===== config.mk =====
export PLATFORM = sky130hd
export DESIGN_NAME = usb_echo_ctrl
export DESIGN_NICKNAME = d
export VERILOG_FILES = /design/src/rtl/usb_echo_ctrl.sv
export SDC_FILE = /design/constraint.sdc
export NUM_CORES = 1
export LEC_CHECK = 0
export ABC_AREA = 1
export CAP_MARGIN = 20
export CORE_MARGIN = 3
export CORE_UTILIZATION = 50
export DETAILED_ROUTE_END_ITERATION = 10
export GPL_TIMING_DRIVEN = 0
export PLACE_DENSITY = 0.71
export RECOVER_POWER = 100
export REMOVE_ABC_BUFFERS = 1
export SYNTH_ARGS = -nofsm -noshare
export SYNTH_HDL_FRONTEND = slang
export SYNTH_SLANG_ARGS = --single-unit

===== constraint.sdc =====
create_clock -name clk -period 6.2 [get_ports clk]
set_clock_uncertainty 0.1 [all_clocks]
set_input_delay 1.24 -clock clk [delete_from_list [all_inputs] [get_ports clk]]
set_output_delay 1.24 -clock clk [all_outputs]
set_load 0.05 [all_outputs]

===== src/rtl/usb_echo_ctrl.sv =====
// Host loopback sequencer for usb_ctrl: issues read/write transfer requests and
// echoes every word received from the host OUT FIFO back through the IN FIFO.
module usb_echo_ctrl #(
  parameter int PKT_WORDS = 4,
  parameter int ADDR_W    = 4,
  parameter int TO_CYC    = 16
) (
  input  logic        clk,
  input  logic        rst_n,
  input  logic        echo_en,
  input  logic        usb_is_busy,
  input  logic [15:0] read_data,
  input  logic        output_valid,
  input  logic        write_ready,
  output logic [10:0] rd_wr_num,
  output logic [1:0]  rd_wr_en,
  output logic [15:0] write_data,
  output logic [15:0] pkt_cnt,
  output logic [2:0]  err
);

  localparam int DEPTH = 1 << ADDR_W;
  localparam int TW    = $clog2(TO_CYC + 1);

  localparam logic [ADDR_W:0] DEPTH_C = (ADDR_W + 1)'(DEPTH);
  localparam logic [ADDR_W:0] PKT_C   = (ADDR_W + 1)'(PKT_WORDS);
  localparam logic [TW-1:0]   TO_LAST = TW'(TO_CYC - 1);

  typedef enum logic [2:0] {
    IDLE,
    RD_REQ,
    RD_WAIT,
    WR_REQ,
    WR_WAIT
  } state_t;

  state_t            state_q, state_d;
  logic [ADDR_W-1:0] wp_q, wp_d;
  logic [ADDR_W-1:0] rp_q, rp_d;
  logic [ADDR_W:0]   count_q, count_d;
  logic [TW-1:0]     timer_q, timer_d;
  logic              seen_busy_q, seen_busy_d;
  logic [1:0]        rd_wr_en_q, rd_wr_en_d;
  logic [10:0]       rd_wr_num_q, rd_wr_num_d;
  logic [15:0]       pkt_cnt_q, pkt_cnt_d;
  logic [2:0]        err_q, err_d;
  logic [15:0]       mem_q [DEPTH];

  logic              push_ok;
  logic              pop_ok;
  logic [ADDR_W:0]   free_words;
  logic [ADDR_W:0]   wr_words;

  always_comb begin
    push_ok     = output_valid && (count_q != DEPTH_C);
    pop_ok      = write_ready && (count_q != '0);
    free_words  = DEPTH_C - count_q;
    wr_words    = (count_q < PKT_C) ? count_q : PKT_C;

    state_d     = state_q;
    timer_d     = timer_q;
    seen_busy_d = seen_busy_q;
    rd_wr_en_d  = 2'b00;
    rd_wr_num_d = rd_wr_num_q;
    pkt_cnt_d   = pkt_cnt_q;

    // Full/empty faults are judged on the count before this cycle's push/pop.
    err_d       = err_q;
    if (output_valid && (count_q == DEPTH_C)) err_d[0] = 1'b1;
    if (write_ready && (count_q == '0))       err_d[1] = 1'b1;

    wp_d    = push_ok ? wp_q + 1'b1 : wp_q;
    rp_d    = pop_ok  ? rp_q + 1'b1 : rp_q;
    count_d = count_q;
    case ({push_ok, pop_ok})
      2'b10:   count_d = count_q + 1'b1;
      2'b01:   count_d = count_q - 1'b1;
      default: count_d = count_q;
    endcase

    case (state_q)
      IDLE: begin
        if (!usb_is_busy && (count_q != '0)) begin
          state_d     = WR_REQ;
          rd_wr_en_d  = 2'b01;
          rd_wr_num_d = 11'(wr_words);
        end else if (!usb_is_busy && echo_en && (free_words >= PKT_C)) begin
          state_d     = RD_REQ;
          rd_wr_en_d  = 2'b10;
          rd_wr_num_d = 11'(PKT_C);
        end
      end
      RD_REQ, WR_REQ: begin
        state_d     = (state_q == RD_REQ) ? RD_WAIT : WR_WAIT;
        timer_d     = '0;
        seen_busy_d = 1'b0;
      end
      RD_WAIT, WR_WAIT: begin
        timer_d = timer_q + 1'b1;
        if (usb_is_busy) seen_busy_d = 1'b1;
        if (seen_busy_q && !usb_is_busy) begin
          state_d = IDLE;
          if (state_q == WR_WAIT) pkt_cnt_d = pkt_cnt_q + 16'd1;
        end else if (!seen_busy_q && (timer_q == TO_LAST)) begin
          state_d  = IDLE;
          err_d[2] = 1'b1;
        end
      end
      default: state_d = IDLE;
    endcase
  end

  always_ff @(posedge clk or negedge rst_n) begin
    if (!rst_n) begin
      state_q     <= IDLE;
      wp_q        <= '0;
      rp_q        <= '0;
      count_q     <= '0;
      timer_q     <= '0;
      seen_busy_q <= 1'b0;
      rd_wr_en_q  <= 2'b00;
      rd_wr_num_q <= '0;
      pkt_cnt_q   <= '0;
      err_q       <= '0;
    end else begin
      state_q     <= state_d;
      wp_q        <= wp_d;
      rp_q        <= rp_d;
      count_q     <= count_d;
      timer_q     <= timer_d;
      seen_busy_q <= seen_busy_d;
      rd_wr_en_q  <= rd_wr_en_d;
      rd_wr_num_q <= rd_wr_num_d;
      pkt_cnt_q   <= pkt_cnt_d;
      err_q       <= err_d;
    end
  end

  always_ff @(posedge clk) begin
    if (push_ok) mem_q[wp_q] <= read_data;
  end

  assign write_data = (count_q == '0) ? '0 : mem_q[rp_q];
  assign rd_wr_en   = rd_wr_en_q;
  assign rd_wr_num  = rd_wr_num_q;
  assign pkt_cnt    = pkt_cnt_q;
  assign err        = err_q;

endmodule


==> results.tsv <==
stage	metric	value	unit
outcome	outcome	finished, violations left	
outcome	violations	capacitance limit, slew limit	
timing	timing.final.ws_setup	711	ps
clock_tree	cts-root-buf	clkbuf_16	
clock_tree	cts_resized	0	
floorplan	chipWidth	170	um
placement	portBuffers	63	
critical_path	cp-end-kind	primary output	
floorplan	start_util	0.511	
cells_and_area	fill_cells	2146	
cells_and_area	layout.nets	1434	
floorplan	ios	70	
detailed_routing	drt_first_pass_iters	5	
critical_path	worstPathArrival	4150	ps
critical_path	critPathRequiredTime	4860	ps
power	leakage	6.57	nW
clock_tree	cts_setup_buffers	0	
critical_path	start_kind	flip-flop	
timing	setup_viol	0	
synthesis	synth_seq_area_share	0.664	
detailed_routing	via_count	9290	
clock_tree	clkLatencyLatePin	560	ps
power	intPower	4.34	mW
placement	hpwl	17900	um
cells_and_area	layout.cells.most_common	nand2_1	
global_routing	grt_pass1_wl	48400	um
cells_and_area	final_area	0.0153	mm^2
critical_path	crit_chain	buf_16 > inv_4 > buf_16 > nand2_1 > nand2_1 > nand2_1 > nand3_1 > nand3_1 > a21oi_1 > dlygate4sd3_1	
cells_and_area	syn2layout_area_growth	14.2	%
critical_path	max_stage_delay	880	ps
cells_and_area	stdcell_count	1759	
floorplan	die_h	170	um
placement	gp_congestion	0.754	
global_routing	antenna_found_initial	1	
timing	timing.setup.tns	0	ps
critical_path	crit_fanout	79	
timing	hold_viol_final	0	
synthesis	avgSynthCellArea	9.99	um^2
synthesis	synth_area	0.0134	mm^2
floorplan	core_region_area	0.0262	mm^2
placement	pre_cts_ws	1330	ps
power	p_comb_frac	0.365	
power	seqPwrFrac	0.387	
clock_tree	cts_tree	yes	
clock_tree	clkTransAtPathRegs	60	ps
synthesis	ys_warn_count	0	
hold_path	hold_class	flip-flop to flip-flop	
clock_tree	clkSinkCount	304	
cells_and_area	final_cell_mix	nand2_1, edfxtp_1, inv_1	
timing	slew_viol_final	41	
floorplan	rows	59	
detailed_routing	avgRoutedWirePerCell	17.6	um
power	switchingPower	2.96	mW
detailed_routing	ant_nets	0	
global_routing	grt_max_degree	80	
floorplan	die_area	0.0288	mm^2
timing	rsz0062_at_grt	false	
job	maxCapViolations	1	
critical_path	critPathSlowestCell	dlygate4sd3_1	
power	clkPwrFrac	0.249	
placement	dp_cells	1701	
synthesis	synth.distinct_cells	27	
global_routing	met1_usage	0.281	
timing	worst_pin_slew	2220	ps
detailed_routing	viasPerCell	5.28	
power	p_sw_frac	0.406	
global_routing	grt_use_met3	0.0347	
clock_tree	ctsHoldBuffers	0	
power	power	7.30	mW
timing	fmax	0.182	GHz
detailed_routing	drc	0	
global_routing	track_usage	0.215	
timing	period_share	0.885	
synthesis	ys_seq_elements	304	
cells_and_area	layout-drive-gt1-share	0.0379	
power	vdd_drop_max	334	uV
global_routing	grt-ovfl-total	0	
cells_and_area	n_antenna_cell	0	
global_routing	busiest_layer	met2	
critical_path	critPathKind	flip-flop to primary output	
clock_tree	clk_path_buf_depth	3	
timing	layout_min_cycle_time	5490	ps
global_routing	met2_usage	0.369	
clock_tree	htree_levels	1	
placement	place_area	0.0146	mm^2
global_routing	grt_pass1_vias	9072	
synthesis	syn_inst	1339	
critical_path	crit_top_cell	nand2_1	
power	p_per_area	478	mW/mm^2
detailed_routing	drt_iter0_drc	717	
timing	maxSlewHeadroom	-0.479	
detailed_routing	routed_wl	31000	um
clock_tree	cts_buffers	31	
critical_path	r2r_slack	2430	ps
==> worst paths after layout <==
check                      startpoint              to  cells past startpoint
max reg2reg                count_q[2]     mem_q[0][5]                      8
min in group asynchronous       rst_n     pkt_cnt[12]                      1
min reg2reg                    err[0]          err[0]                      1
max in group asynchronous       rst_n         rp_q[0]                      2
max                           rp_q[0]  write_data[12]                     10
min                            err[0]          err[0]                      1
==> stage by stage <==
stage                util  hold slack [ps]
global placement    0.540              340
detailed placement  0.558              345
global route        0.583              384
finish              0.583              354
floorplan               -              384
CTS                 0.596              367
==> layer usage <==
metal | vias to the layer above | share of wire
li1 | 4440 | -
met1 | 4409 | 0.41
met2 | 363 | 0.50
met3 | 76 | 0.067
met4 | 2 | 0.030
met5 | - | 0.00042
==> final cells by class <==
type	instances	area [um^2]	area share
flip-flops and latches	304	8900	0.582
repair buffers	84	778	0.0509
well taps	335	419	0.0274
clock buffers	38	822	0.0538
clock inverters	20	171	0.0112
multi-input cells	794	3500	0.229
inverters	184	693	0.0454
==> worst max-delay path, delay by kind of cell, from the launching register on <==
family | cells | cell delay [ps]
buffers and inverters | 4 | 2120
AOI/OAI and AO/OA | 1 | 180
and+or+nand+nor | 5 | 500
DFF | 1 | 740
==> Yosys cell counts <==
cell      instances  area, um^2
a21o_1            2        15.0
a21oi_1          17        85.1
buf_1             8        30.0
buf_2            41         205
buf_4             7        52.6
clkbuf_1          6        22.5
clkinv_1          1        3.75
conb_1            1        3.75
dfrtp_1          48        1200
edfxtp_1        256        7690
ha_1             13         163
inv_1           182         683
inv_2             1        3.75
nand2_1         478        1790
nand3_1         179         896
nand3b_1          2        15.0
nand4_1           9        56.3
nor2_1           46         173
nor2_2            1        6.26
nor2_4            1        11.3
nor3_1            5        25.0
o21ai_0          13        65.1
o21bai_1          1        7.51
o22ai_1           2        12.5
o31ai_1           1        7.51
xnor2_1           5        43.8
xor2_1           13         114
==> power groups by stage <==
stage | clock network [mW] | registers, mW | logic, mW
5_1_grt | 1.92 | 2.86 | 2.92
6_report | 1.81 | 2.82 | 2.66
4_1_cts | 1.83 | 2.82 | 2.81
3_3_place_gp | 0 | 2.93 | 2.63
3_5_place_dp | 0 | 2.86 | 2.79
2_1_floorplan | 0 | 2.86 | 1.74
==> cell families (layout without fill, tap and decap cells) <==
logic type,after synthesis,after routing,synth area share
XOR/XNOR,18,18,0.0118
adder cells (fa/ha/maj),13,13,0.0122
AND/OR/NAND/NOR,721,721,0.222
AO/OA/AOI/OAI,36,36,0.0144
buffers and inverters,246,326,0.0748
flip-flops,304,304,0.664
other,1,6,0.000280
==> flip-flops by register name (all words and copies together) (netlist names) <==
register and count:
err 3, seen_busy_q 1, mem_q 256, wp_q 4
rp_q 4, count_q 5, pkt_cnt 16, timer_q 5
state_q 3, rd_wr_num 5, rd_wr_en 2
Note: power is estimated with default switching activity, not from simulation.
